$ cat src/rtl/button_ctrl.sv
// Multi-channel button controller: per-channel synchronizer and debouncer,
// with one-cycle press/release pulses and a toggle / radio / momentary state vector.

module button_ctrl_lane #(
    parameter int SYNC_STAGES     = 2,
    parameter int DEBOUNCE_CYCLES = 4
) (
    input  logic i_clock,
    input  logic i_reset,
    input  logic i_signal,
    output logic o_rise,
    output logic o_fall,
    output logic o_level_nxt
);
    localparam int CNT_W = $clog2(DEBOUNCE_CYCLES + 1);

    logic [SYNC_STAGES-1:0] r_sync;
    logic                   r_level;
    logic [CNT_W-1:0]       r_cnt;
    logic                   w_synced;
    logic                   w_differs;
    logic                   w_accept;

    assign w_synced  = r_sync[SYNC_STAGES-1];
    assign w_differs = (w_synced != r_level);
    // Flip on the edge the count would reach DEBOUNCE_CYCLES, so it never wraps.
    assign w_accept  = w_differs && (r_cnt == CNT_W'(DEBOUNCE_CYCLES - 1));

    assign o_rise      = w_accept && !r_level;
    assign o_fall      = w_accept &&  r_level;
    assign o_level_nxt = r_level ^ w_accept;

    always_ff @(posedge i_clock or posedge i_reset) begin
        if (i_reset) begin
            r_sync  <= '0;
            r_level <= 1'b0;
            r_cnt   <= '0;
        end else begin
            r_sync  <= {r_sync[SYNC_STAGES-2:0], i_signal};
            r_level <= o_level_nxt;
            if (!w_differs || w_accept) r_cnt <= '0;
            else                        r_cnt <= r_cnt + CNT_W'(1);
        end
    end
endmodule

module button_ctrl #(
    parameter int N_BUTTON        = 4,
    parameter int SYNC_STAGES     = 2,
    parameter int DEBOUNCE_CYCLES = 4
) (
    input  logic                i_clock,
    input  logic                i_reset,
    input  logic [N_BUTTON-1:0] i_signal,
    input  logic [1:0]          i_mode,
    output logic [N_BUTTON-1:0] o_state,
    output logic [N_BUTTON-1:0] o_press,
    output logic [N_BUTTON-1:0] o_release
);
    localparam logic [1:0] MODE_RADIO     = 2'd1;
    localparam logic [1:0] MODE_MOMENTARY = 2'd2;

    generate
        if (SYNC_STAGES < 2) begin : g_bad_sync
            $error("button_ctrl: SYNC_STAGES must be at least 2");
        end
        if (DEBOUNCE_CYCLES < 1) begin : g_bad_deb
            $error("button_ctrl: DEBOUNCE_CYCLES must be at least 1");
        end
        if (N_BUTTON < 1 || N_BUTTON > 32) begin : g_bad_n
            $error("button_ctrl: N_BUTTON must be in 1..32");
        end
    endgenerate

    logic [N_BUTTON-1:0] w_rise;
    logic [N_BUTTON-1:0] w_fall;
    logic [N_BUTTON-1:0] w_level_nxt;
    logic [N_BUTTON-1:0] w_first;
    logic [N_BUTTON-1:0] w_state_nxt;
    logic                w_mode_chg;

    logic [1:0]          r_mode;
    logic                r_mode_vld;
    logic [N_BUTTON-1:0] r_state;
    logic [N_BUTTON-1:0] r_press;
    logic [N_BUTTON-1:0] r_release;

    for (genvar gi = 0; gi < N_BUTTON; gi++) begin : g_lane
        button_ctrl_lane #(
            .SYNC_STAGES    (SYNC_STAGES),
            .DEBOUNCE_CYCLES(DEBOUNCE_CYCLES)
        ) u_lane (
            .i_clock    (i_clock),
            .i_reset    (i_reset),
            .i_signal   (i_signal[gi]),
            .o_rise     (w_rise[gi]),
            .o_fall     (w_fall[gi]),
            .o_level_nxt(w_level_nxt[gi])
        );
    end

    // The first edge after reset only loads the mode; it must not look like a change.
    assign w_mode_chg = r_mode_vld && (r_mode != i_mode);
    // Isolate the lowest set press bit for radio arbitration.
    assign w_first    = w_rise & (~w_rise + N_BUTTON'(1));

    always_comb begin
        w_state_nxt = r_state;
        if (w_mode_chg) begin
            w_state_nxt = '0;
        end else begin
            case (i_mode)
                MODE_RADIO:     if (|w_rise) w_state_nxt = w_first;
                MODE_MOMENTARY: w_state_nxt = w_level_nxt;
                default:        w_state_nxt = r_state ^ w_rise;
            endcase
        end
    end

    always_ff @(posedge i_clock or posedge i_reset) begin
        if (i_reset) begin
            r_mode     <= 2'd0;
            r_mode_vld <= 1'b0;
            r_state    <= '0;
            r_press    <= '0;
            r_release  <= '0;
        end else begin
            r_mode     <= i_mode;
            r_mode_vld <= 1'b1;
            r_state    <= w_state_nxt;
            r_press    <= w_rise;
            r_release  <= w_fall;
        end
    end

    assign o_state   = r_state;
    assign o_press   = r_press;
    assign o_release = r_release;
endmodule
$ cat config.mk
export PLATFORM = sky130hd
export DESIGN_NAME = button_ctrl
export DESIGN_NICKNAME = d
export VERILOG_FILES = /design/src/rtl/button_ctrl.sv
export SDC_FILE = /design/constraint.sdc
export NUM_CORES = 1
export LEC_CHECK = 0
export CAP_MARGIN = 20
export CELL_PAD_IN_SITES_DETAIL_PLACEMENT = 0
export CELL_PAD_IN_SITES_GLOBAL_PLACEMENT = 2
export CORE_MARGIN = 2
export CORE_UTILIZATION = 37
export DETAILED_ROUTE_END_ITERATION = 8
export GPL_TIMING_DRIVEN = 0
export PLACE_DENSITY_LB_ADDON = 0.1
export SETUP_SLACK_MARGIN = 0.15
export SLEW_MARGIN = 10
export SYNTH_ARGS = -nofsm -noshare
export SYNTH_HDL_FRONTEND = slang
export SYNTH_HIERARCHICAL = 1
export SYNTH_SLANG_ARGS = --single-unit
export TNS_END_PERCENT = 100
$ cat constraint.sdc
create_clock -name i_clock -period 2.94 [get_ports i_clock]
set_clock_uncertainty 0.2 [all_clocks]
set_input_delay 0.294 -clock i_clock [delete_from_list [all_inputs] [get_ports i_clock]]
set_output_delay 0.294 -clock i_clock [all_outputs]
set_load 0.01 [all_outputs]
==> flow_summary.yaml <==
logic_synthesis:
  synth_area_sq_um: 1610
  netlist_top_cells_area: "dfrtp_1, ha_1, and3b_2, xnor2_1, nor3_1"
  synth_top_area_cell: "dfrtp_1"
  yosysUniqueCellTypes: 26
  synthCells: 120
  synth_top_area_frac: 0.606
  synth_fp_nets: 138
  synth_seq_cells: 39
  async_flop_share: 1.00
  seq_area_frac_synth: 0.606
  ys_warn_count: 6
  avgSynthCellArea_sq_um: 13.4
  synth-main-ff-cell: "dfrtp_1"
  synth_edf_count: 0
global_routing:
  grt_max_degree: 16
  antenna_found_initial: 0
  track_usage: 0.125
  grt_overflow: 0
  grt_pass1_wl_um: 4750
  grt_pass1_vias: 1026
timing:
  holdWs_ns: 0.155
  rsz0062_at_grt: "false"
  tightest_slew_ns: 0.602
  relSlewSlack: 0.595
  min_period_over_period: 0.825
  hold_viol: 0
  fmax_ghz: 0.412
  setup-tns-final_ns: 0
  setup_viol: 0
  slew_viol_final: 0
  fin_crit_ns: 2.43
critical_path:
  cp-endpoint: "o_state[2]$_DFFE_PP0P_"
  crit_required_ns: 2.94
  rr_endpoint: "o_state[2]$_DFFE_PP0P_"
  r2r-start: "g_lane[0].u_lane/r_cnt[0]$_DFF_PP0_"
  startpoint: "g_lane[0].u_lane/r_cnt[0]$_DFF_PP0_"
  start_kind: "flip-flop"
  slowest_stage: "or3b_4"
  r2r_slack_ns: 0.51
  max_stage_delay_ns: 0.44
  cp_max_fo: 6
  r2r_cells: 7
  critical_path.endpoint_type: "flip-flop"
  cp_cell_sequence: "ha_1, ha_1, and3b_2, or3b_4, o21a_1, a211o_1, a21oi_1"
  worstPathArrival_ns: 2.42
  critPathMostFrequentCell: "ha_1"
  crit_type: "reg2reg"
floorplan:
  coreArea_sq_um: 4090
  io_pins: 20
  die_y_um: 70.0
  die_x_um: 70.0
  rows: 23
  start_util: 0.394
  die_area_sq_um: 4900
clock_tree:
  clkTransAtPathRegs_ns: 0.07
  post_cts_buffers: 0
  holdBufCountCts: 0
  clk_path_buf_depth: 2
  cts_max_level: 2
  root_buffer: "clkbuf_8"
  clock_latency_ns: 0.28
  cts_sinks: 39
  cts_tree: "yes"
  cts_resized: 0
  numCtsBuffers: 5
power_and_ir_drop:
  p_leak_nw: 0.905
  p_total_mw: 1.39
  powerDensity_nw_per_um2: 718
  ir_drop_mv: 0.340
final_layout:
  drive_above_1_share: 0.159
  fillers: 386
  design_area_sq_um: 1940
  nets: 164
  diodes: 0
  area_growth_pct: 20.2
routing:
  wl_um: 2690
  drt_iter0_markers: 34
  vias_per_cell: 4.94
  vias: 964
  route.detailed.drc: 0
  final_antenna_net_count: 0
  drtPass1Iterations: 4
  wl_per_cell_um: 13.8
placed_design:
  hpwl_um: 1990
  postPlaceCellArea_sq_um: 1860
  io_buffers: 19
  place_congestion: 0.707
status:
  status: "finished clean"
min_path:
  hold_depth: 0
  hp-class: "reg2reg"
run:
  cap_violations: 0
## worst min path at each step
stage / endpoint / from
after floorplan: g_lane[0].u_lane/r_cnt[0]$_DFF_PP0_ / i_reset
after global placement: g_lane[0].u_lane/r_sync[1]$_DFF_PP0_ / g_lane[0].u_lane/r_sync[0]$_DFF_PP0_
after detailed placement: g_lane[3].u_lane/r_sync[1]$_DFF_PP0_ / g_lane[3].u_lane/r_sync[0]$_DFF_PP0_
after CTS: g_lane[3].u_lane/r_sync[1]$_DFF_PP0_ / g_lane[3].u_lane/r_sync[0]$_DFF_PP0_
after global routing: g_lane[0].u_lane/r_sync[1]$_DFF_PP0_ / g_lane[0].u_lane/r_sync[0]$_DFF_PP0_
final: g_lane[3].u_lane/r_sync[1]$_DFF_PP0_ / g_lane[3].u_lane/r_sync[0]$_DFF_PP0_
## registers in the layout (all words and copies together), names as in the netlist
signal	count
o_release	4
g_lane.u_lane/r_level	4
o_press	4
g_lane.u_lane/r_sync	8
o_state	4
r_mode	2
g_lane.u_lane/r_cnt	12
r_mode_vld	1
## layer usage
metal  track usage  vias up  wire, um
li1              -      461         -
met1         0.158      481      1270
met2         0.198       20      1290
met3        0.0447        2       120
met4        0.0449        0         8
met5             0        -         0
## cell usage in the layout (no fill, tap or decap), types with 2 or more instances in the layout
cell	instances
nor3b_2	4
and3b_2	8
mux2_2	4
nor2_1	2
ha_1	10
a21oi_1	3
nor3_1	10
clkdlybuf4s50_1	19
o21ai_0	2
nand2_1	3
dfrtp_1	39
inv_1	12
a211o_1	2
clkbuf_8	5
xnor2_1	8
clkbuf_1	2
## kinds of logic (layout without fill, tap and decap cells)
kind of cell | Yosys count | in the layout | share of synthesized area
other | 1 | 1 | 0.00233
multiplexers | 5 | 5 | 0.0342
XOR/XNOR | 8 | 8 | 0.0435
AND/OR/NAND/NOR | 31 | 31 | 0.149
AO/OA/AOI/OAI | 13 | 13 | 0.0567
adder cells (fa/ha/maj) | 10 | 10 | 0.0777
flip-flops | 39 | 39 | 0.606
buffers and inverters | 13 | 38 | 0.0303
## power breakdown
| part | leakage (nW) | switching (mW) | internal [mW] |
|---|---|---|---|
| Sequential | 0.499 | 0.0673 | 0.648 |
| Combinational | 0.369 | 0.165 | 0.194 |
| Clock | 0.0371 | 0.157 | 0.158 |
| Total | 0.905 | 0.390 | 1.00 |
## cells in the mapped netlist (2+ instances only)
cell	n
ha_1	10
nor3_1	10
a211o_1	2
nand2_1	3
o21ai_0	2
inv_1	12
xnor2_1	8
nor2_1	2
dfrtp_1	39
and3b_2	8
mux2_2	4
nor3b_2	4
a21oi_1	3
## cell type report
| class | instances | area (sq um) | share of cell area |
|---|---|---|---|
| Sequential cell | 39 | 976 | 0.504 |
| Multi-Input combinational cell | 68 | 586 | 0.303 |
| Timing Repair Buffer | 19 | 190 | 0.0983 |
| Clock buffer | 6 | 72.6 | 0.0375 |
| Tap cell | 50 | 62.6 | 0.0323 |
| Inverter | 12 | 45.0 | 0.0233 |
| Buffer | 1 | 3.75 | 0.00194 |
## stage by stage
stage,setup slack [ns],std cells,util
floorplan,0.667,120,-
global placement,0.559,189,0.456
detailed placement,0.515,189,0.456
CTS,0.504,195,0.474
global route,0.415,195,0.474
finish,0.513,195,0.474
## critical path: cells and delay by family (launching register included)
kind,cells,cell delay [ns]
and+or+nand+nor,2,0.72
AOI/OAI and AO/OA,3,0.59
adders and majority gates,2,0.45
DFF,1,0.38
Power figures use the tool's default switching activity.
